[config.mk]
export PLATFORM = sky130hd
export DESIGN_NAME = kronos_wb_arbiter
export DESIGN_NICKNAME = d
export VERILOG_FILES = /design/src/rtl/kronos_wb_arbiter.sv
export SDC_FILE = /design/constraint.sdc
export NUM_CORES = 1
export LEC_CHECK = 0
export BUFFER_PORTS_ARGS = -buffer_cell sky130_fd_sc_hd__buf_2
export CELL_PAD_IN_SITES_DETAIL_PLACEMENT = 0
export CELL_PAD_IN_SITES_GLOBAL_PLACEMENT = 1
export CORE_MARGIN = 2
export CORE_UTILIZATION = 25
export CTS_CLUSTER_DIAMETER = 100
export DETAILED_ROUTE_END_ITERATION = 12
export HOLD_SLACK_MARGIN = 0.06
export PLACE_DENSITY = 0.68
export SYNTH_ARGS = -nofsm -noshare
export SYNTH_HDL_FRONTEND = slang
export SYNTH_SLANG_ARGS = --single-unit
export TNS_END_PERCENT = 5
[constraint.sdc]
create_clock -name clk -period 4.75 [get_ports clk]
set_input_delay 0.95 -clock clk [delete_from_list [all_inputs] [get_ports clk]]
set_output_delay 0.95 -clock clk [all_outputs]
set_load 0.01 [all_outputs]
[src/rtl/kronos_wb_arbiter.sv]
// rtl/kronos_wb_arbiter.sv - write-back arbiter, register-file write port and hazard scoreboard
module kronos_wb_arbiter #(
    parameter int NREQ  = 3,
    parameter int RR_EN = 1
) (
    input  logic               clk,
    input  logic               rst,
    input  logic               flush,
    input  logic               issue_vld,
    input  logic               issue_rdy,
    input  logic               issue_wr,
    input  logic [4:0]         issue_rd,
    input  logic               rs1_en,
    input  logic [4:0]         rs1,
    input  logic               rs2_en,
    input  logic [4:0]         rs2,
    output logic               stall,
    input  logic [NREQ-1:0]    req_vld,
    output logic [NREQ-1:0]    req_rdy,
    input  logic [5*NREQ-1:0]  req_sel,
    input  logic [32*NREQ-1:0] req_data,
    output logic               regwr_en,
    output logic [4:0]         regwr_sel,
    output logic [31:0]        regwr_data,
    output logic [31:0]        pending
);
    localparam int PW = $clog2(NREQ);
    localparam logic [PW-1:0] LAST = PW'(NREQ - 1);

    logic [PW-1:0]   ptr;
    logic [NREQ-1:0] grant;
    logic [PW-1:0]   gidx;
    logic            gfound;
    logic [4:0]      gsel;
    logic [31:0]     gdata;
    logic [31:0]     set_vec;
    logic [31:0]     clr_vec;

    // One grant per cycle: search from the pointer upward, then wrap to index 0 (fixed priority skips the first pass filter).
    always_comb begin
        grant  = '0;
        gidx   = '0;
        gfound = 1'b0;
        if (!rst && !flush) begin
            for (int i = 0; i < NREQ; i++) begin
                if (!gfound && req_vld[i] && (RR_EN == 0 || i >= int'(ptr))) begin
                    grant[i] = 1'b1;
                    gidx     = PW'(i);
                    gfound   = 1'b1;
                end
            end
            for (int i = 0; i < NREQ; i++) begin
                if (!gfound && req_vld[i]) begin
                    grant[i] = 1'b1;
                    gidx     = PW'(i);
                    gfound   = 1'b1;
                end
            end
        end
    end

    // Route the granted requester's destination and data toward the write stage.
    always_comb begin
        gsel  = '0;
        gdata = '0;
        for (int i = 0; i < NREQ; i++) begin
            if (grant[i]) begin
                gsel  = req_sel[5*i +: 5];
                gdata = req_data[32*i +: 32];
            end
        end
    end

    assign req_rdy = grant;

    // Round-robin pointer moves just past the last winner; it never moves on an idle cycle.
    always_ff @(posedge clk or posedge rst) begin
        if (rst) begin
            ptr <= '0;
        end else if (RR_EN != 0 && gfound) begin
            ptr <= (gidx == LAST) ? '0 : gidx + PW'(1);
        end
    end

    // Registered write port; a grant to x0 is consumed without producing a write.
    always_ff @(posedge clk or posedge rst) begin
        if (rst) begin
            regwr_en   <= 1'b0;
            regwr_sel  <= 5'd0;
            regwr_data <= 32'd0;
        end else begin
            regwr_en <= gfound && (gsel != 5'd0);
            if (gfound) begin
                regwr_sel  <= gsel;
                regwr_data <= gdata;
            end
        end
    end

    // Per-register set (new issue) and clear (write landing this cycle) masks.
    always_comb begin
        set_vec = '0;
        clr_vec = '0;
        if (issue_vld && issue_rdy && issue_wr) begin
            set_vec[issue_rd] = 1'b1;
        end
        if (regwr_en) begin
            clr_vec[regwr_sel] = 1'b1;
        end
    end

    // Scoreboard: set beats clear, flush beats everything, x0 never pending.
    always_ff @(posedge clk or posedge rst) begin
        if (rst) begin
            pending <= '0;
        end else if (flush) begin
            pending <= '0;
        end else begin
            pending <= ((pending & ~clr_vec) | set_vec) & 32'hFFFF_FFFE;
        end
    end

    // A register blocks only if pending and not being written this very cycle (write-first forwarding).
    function automatic logic hazard(input logic en, input logic [4:0] idx, input logic [31:0] pend,
                                    input logic wen, input logic [4:0] wsel);
        return en && (idx != 5'd0) && pend[idx] && !(wen && (wsel == idx));
    endfunction

    assign stall = hazard(rs1_en, rs1, pending, regwr_en, regwr_sel)
                 | hazard(rs2_en, rs2, pending, regwr_en, regwr_sel)
                 | hazard(issue_vld && issue_wr, issue_rd, pending, regwr_en, regwr_sel);

endmodule

==> results of run 1 <==
==> area by class of cell <==
type,instances,area (sq um),share of cell area
Clock buffer,11,242.7,0.04247
Clock inverter,4,22.52,0.003940
Inverter,4,15.01,0.002627
Multi-Input combinational cell,330,2300,0.4024
Sequential cell,71,1777,0.3109
Tap cell,220,275.3,0.04816
Timing Repair Buffer,214,1084,0.1896
==> power by group through the flow <==
stage	Combinational, mW	Sequential [mW]	Clock, mW
floorplan	0.239	0.781	0
global placement	0.452	0.791	0
detailed placement	0.459	0.791	0
CTS	0.459	0.784	0.629
global route	0.501	0.796	0.659
finish	0.455	0.787	0.608
==> synthesized netlist by cell type, types with 3 or more instances <==
cell type	n	area, sq um
nand2_1	118	442.9
dfrtp_1	71	1777
a222oi_1	37	370.4
a21oi_1	36	180.2
o21ai_0	32	160.2
clkbuf_1	28	105.1
mux4_2	18	405.4
nor2_1	10	37.54
xor2_1	8	70.07
xnor2_1	7	61.31
mux2i_1	5	50.05
nand3b_1	5	37.54
and3_1	4	25.02
buf_1	4	15.01
inv_1	4	15.01
mux4_1	4	105.1
nand3_1	4	20.02
buf_2	3	15.01
nor3b_1	3	22.52
o21ai_1	3	15.01
==> tightest hold or removal path: cells and delay by family, from the launching register on <==
| family | cells | cell delay (ns) |
|---|---|---|
| AO/OA/AOI/OAI | 1 | 0.08 |
| flip-flops | 1 | 0.34 |
| AND/OR/NAND/NOR | 1 | 0.06 |
==> per-stage QoR <==
| stage | power [mW] | area, sq um | hold slack (ns) | util | worst slack (ns) |
|---|---|---|---|---|---|
| floorplan | 1.020 | 4239 | 0.4959 | - | 1.232 |
| global placement | 1.243 | 5450 | 0.4984 | 0.3287 | 1.076 |
| detailed placement | 1.250 | 5450 | 0.5019 | 0.3287 | 1.038 |
| CTS | 1.872 | 5715 | 0.5236 | 0.3447 | 1.035 |
| global route | 1.956 | 5715 | 0.5436 | 0.3447 | 0.9485 |
| finish | 1.849 | 5715 | 0.5170 | 0.3447 | 1.037 |
==> metal layers <==
metal / part of all wire / wire length, um
met1: 0.39 / 6833
met2: 0.46 / 8047
met3: 0.12 / 2002
met4: 0.026 / 449
met5: 0 / 0
==> kinds of logic (layout without fill, tap and decap cells) <==
logic type	Yosys count	count (layout)
and+or+nand+nor	160	160
other	1	1
DFF	71	71
xor gates and xnor gates	15	15
AOI/OAI and AO/OA	124	124
buffers and inverters	42	233
muxes	30	30
==> path summary, 6_finish.rpt <==
path	start	to	depth (start not counted)
worst min-delay path	regwr_data[31]	regwr_data[31]	2
worst min register to register	regwr_data[31]	regwr_data[31]	2
worst max register to register	ptr[0]	regwr_en	7
max in group asynchronous	rst	pending[3]	3
min in group asynchronous	rst	regwr_data[16]	2
worst max-delay path	rs2[1]	stall	7
==> sequential cells by signal, indices dropped and copies added (netlist names) <==
name and cells:
pending 31, ptr 2, regwr_data 32, regwr_en 1
regwr_sel 5
==> qor.csv, run 1 <==
metric;value;unit
Die X;134.2;um
Total GRT Usage;0.1876;
max_cap viols;0;
Slew Limit Fails;0;
cts hold-fix bufs;0;
Worst Skew;0.005542;ns
fillers;1710;
drt pass-1 iters;7;
Sw Pwr;0.5949;mW
Placer Congestion;0.9264;
Crit path required time;3.80;ns
Non-Filler Instances;854;
Final Cycle Share;0.7817;
met1 Usage GRT;0.2354;
most frequent cells in the layout;buf_2 (209), nand2_1 (118), dfrtp_1 (71);
status;finished clean;
post-layout min period;3.713;ns
Slew headroom;0.4820;
CTS Root Buffer Type;clkbuf_16;
final WL;17330;um
complex-gate fraction of the synthesized area;0.2037;
commonest non-fill, non-tap cell in the layout;buf_2;
main combinational cell family by area after synthesis;compound AO/OA/AOI/OAI gates;
Nets;767;
count of different cell masters after synthesis;46;
post-route ant nets;0;
largest fanout on the critical path;10;
XOR/XNOR Fraction of Synth Area;0.03099;
number of diodes;0;
part of the power in registers;0.425;
# DRC;0;
yosys warns;0;
Lkg Pwr;2.802;nW
Post-CTS Setup Bufs;0;
synthesis-to-finish area growth;34.83;%
initial antenna violation count;0;
Final Setup Violations;0;
core area;0.01658;sq mm
most used routing layer in global routing;met2;
EDFF count, synth;0;
DP HPWL;12750;um
clock sink count;71;
Pint;1.254;mW
CP max stage cell;mux4_2;
htree depth;3;
Syn Inst Count;443;
Worst R2R Setup Slack;2.74;ns
peak supply drop;152.1;uV
total gr overflow;0;
FP Rows;47;
post-synthesis sequential area ratio;0.4191;
Synth Register Bits;71;
element type at the critical path end;primary output;
max incr delay on CP;0.54;ns
TNS Setup;0;ns
I/O pins;211;
crit-path leading delay family;multiplexers;
synthesized area per cell;9.569;sq um
Mapped Nets;580;
mux share of post-synthesis cell area;0.1402;
starting density of the core;0.2556;
combinational power share;0.246;
RSZ-0062 raised after global routing;no;
CTS tree;built;
vias in the first global route;4590;
CP bufs+invs;2;
asr flop ratio synth;1.000;
die footprint;0.01801;sq mm
CP arrival;2.76;ns
first-pass GRT wire length;25900;um
CP startpoint kind;input port;
fmax;269.3;MHz
P per Cell Area;323.5;mW/mm^2
Synth Area in Adders;0;
DR vias;4686;
Switching Fraction;0.3218;
largest net degree at the start of global routing;40;
PostCTS Resize Cnt;0;
worst-margin pin slew;0.7758;ns
CP Class;input port to primary output;
met3 GRT Util;0.06236;
initial DRC count;571;
CTS Buf Count;9;
post-synthesis simple-gate area fraction;0.1635;
clk buf depth;2;
clock power share;0.329;
ys flop type;dfrtp_1;
Mapped Area;0.004239;sq mm
clk_lat worst skew;0.34;ns
placed cell count;839;
cells along the critical path;buf_2, mux4_2, mux4_2, nand2_1, a21oi_1, a211o_1, buf_2;
post-DR wirelength/cell;20.30;um
Hold/Removal Path Class;flop to flop;
Die Y;134.2;um
Via density;5.487;
Port Buffer Count;209;
met2 usage;0.2942;
layout cell share with drive strength beyond 1;0.3975;
Clock transition at path regs;0.05;ns
final hold vios;0;
Note: power is estimated with default switching activity, not from simulation.
==> inputs of run 2 (changes only) <==
- clock period: 4.75 -> 3.5 ns (I/O delays scaled with it)
==> qor.csv, run 2 (synthesis gave the netlist of run 1 again) <==
metric;value;unit
final hold vios;0;
most flop-heavy register;regwr_data;
wl on met1;6511;um
I/O pins;211;
DR vias;4648;
core area;0.01658;sq mm
Placer Congestion;0.9337;
peak supply drop;193.2;uV
initial antenna violation count;1;
worst-margin pin slew;0.8120;ns
Top Metal Used;met4;
CTS Buf Count;9;
most frequent cells in the layout;buf_2 (209), nand2_1 (118), dfrtp_1 (71);
CTS Root Buffer Type;clkbuf_16;
vias in the first global route;4808;
Top Registers;regwr_data x32, pending x31, regwr_sel x5;
Util after Layout;0.3478;
Final Cycle Share;0.9080;
placed cell count;844;
# DRC;0;
Via density;5.405;
P per Cell Area;437.2;mW/mm^2
FF-to-FF Start;ptr[1];
Nets;772;
Die X;134.2;um
Port Buffer Count;209;
CTS tree;built;
fmax;314.7;MHz
pre-CTS setup slack;0.3222;ns
most used cell, CP;buf_2;
Total GRT Usage;0.1886;
RSZ-0062 raised after global routing;no;
CP max stage cell;mux4_1;
min-delay src;regwr_data[7];
post-route ant nets;0;
first-pass GRT wire length;26480;um
clk buf depth;2;
total gr overflow;0;
max_cap viols;0;
Non-Filler Instances;860;
critical path startpoint;rs2[0];
CP bufs+invs;2;
CP startpoint kind;input port;
drt pass-1 iters;7;
DP HPWL;12770;um
cts hold-fix bufs;0;
Clock transition at path regs;0.06;ns
final WL;17070;um
Die Y;134.2;um
element type at the critical path end;primary output;
Lkg Pwr;2.832;nW
Hold/Removal Path Class;flop to flop;
FP Rows;47;
starting density of the core;0.2556;
status;finished clean;
largest net degree at the start of global routing;40;
min setup slack post-route;0.3221;ns
Post-CTS Setup Bufs;0;
met2 wire length;8033;um
Crit path required time;2.80;ns
htree depth;3;
Min Hold Slack;0.5180;ns
cells along the critical path;buf_2, mux4_1, mux4_2, nand2_1, a21oi_1, a211o_1, buf_2;
CP Class;input port to primary output;
Worst Skew;0.006544;ns
layout cell share with drive strength beyond 1;0.4022;
TNS Setup;0;ns
post-layout min period;3.178;ns
CP arrival;2.48;ns
synthesis-to-finish area growth;36.07;%
initial DRC count;524;
crit-path leading delay family;multiplexers;
commonest non-fill, non-tap cell in the layout;buf_2;
clk_lat worst skew;0.33;ns
Slew headroom;0.4579;
fillers;1766;
post-DR wirelength/cell;19.85;um
die footprint;0.01801;sq mm
largest fanout on the critical path;9;
Slew Limit Fails;0;
PostCTS Resize Cnt;0;
max incr delay on CP;0.57;ns
number of flip-flops in the largest register;32;
clock sink count;71;
met3 WL;2097;um
Final Setup Violations;0;
[run 2: final timing paths]
check / end / slack (ns) / cells after the start
max: stall / 0.32 / 7
min: regwr_data[7] / 0.52 / 2
max reg2reg: regwr_en / 1.49 / 6
min reg2reg: regwr_data[7] / 0.52 / 2
max in group asynchronous: pending[14] / 2.28 / 3
min in group asynchronous: ptr[0] / 0.53 / 2
[run 2: worst reg2reg max path, cell delays in order (launching register included)]
cell and delay, ns:
dfrtp_1 0.41, nand2b_1 0.19, o2111a_1 0.24, buf_4 0.18, a222oi_1 0.48, and3_1 0.27, nand3_1 0.09
[run 2: final cells by class]
| class | count | area [sq um] | area share |
|---|---|---|---|
| repair buffers | 219 | 1134 | 0.1965 |
| inverters | 4 | 15.01 | 0.002603 |
| clock buffers | 11 | 242.7 | 0.04208 |
| multi-input cells | 330 | 2300 | 0.3987 |
| clock inverters | 4 | 22.52 | 0.003905 |
| diodes | 1 | 2.502 | 0.0004338 |
| well taps | 220 | 275.3 | 0.04772 |
| flip-flops and latches | 71 | 1777 | 0.3080 |
[run 2: power breakdown]
part           internal (mW)  switching, mW
Clock                  0.491          0.340
Combinational          0.289          0.339
Sequential             0.929          0.134
Total                   1.71          0.812
[run 2: routing by layer]
layer  GRT usage  vias up
met5           0        -
met4     0.07895        0
met3     0.06160       41
met2      0.3050      338
met1      0.2316     2216
li1            -     2053
[run 2: stage by stage]
step | total power, mW | instance area (sq um)
final | 2.522 | 5768
after global routing | 2.655 | 5766
after CTS | 2.552 | 5766
after detailed placement | 1.704 | 5500
after global placement | 1.694 | 5500
after floorplan | 1.384 | 4239
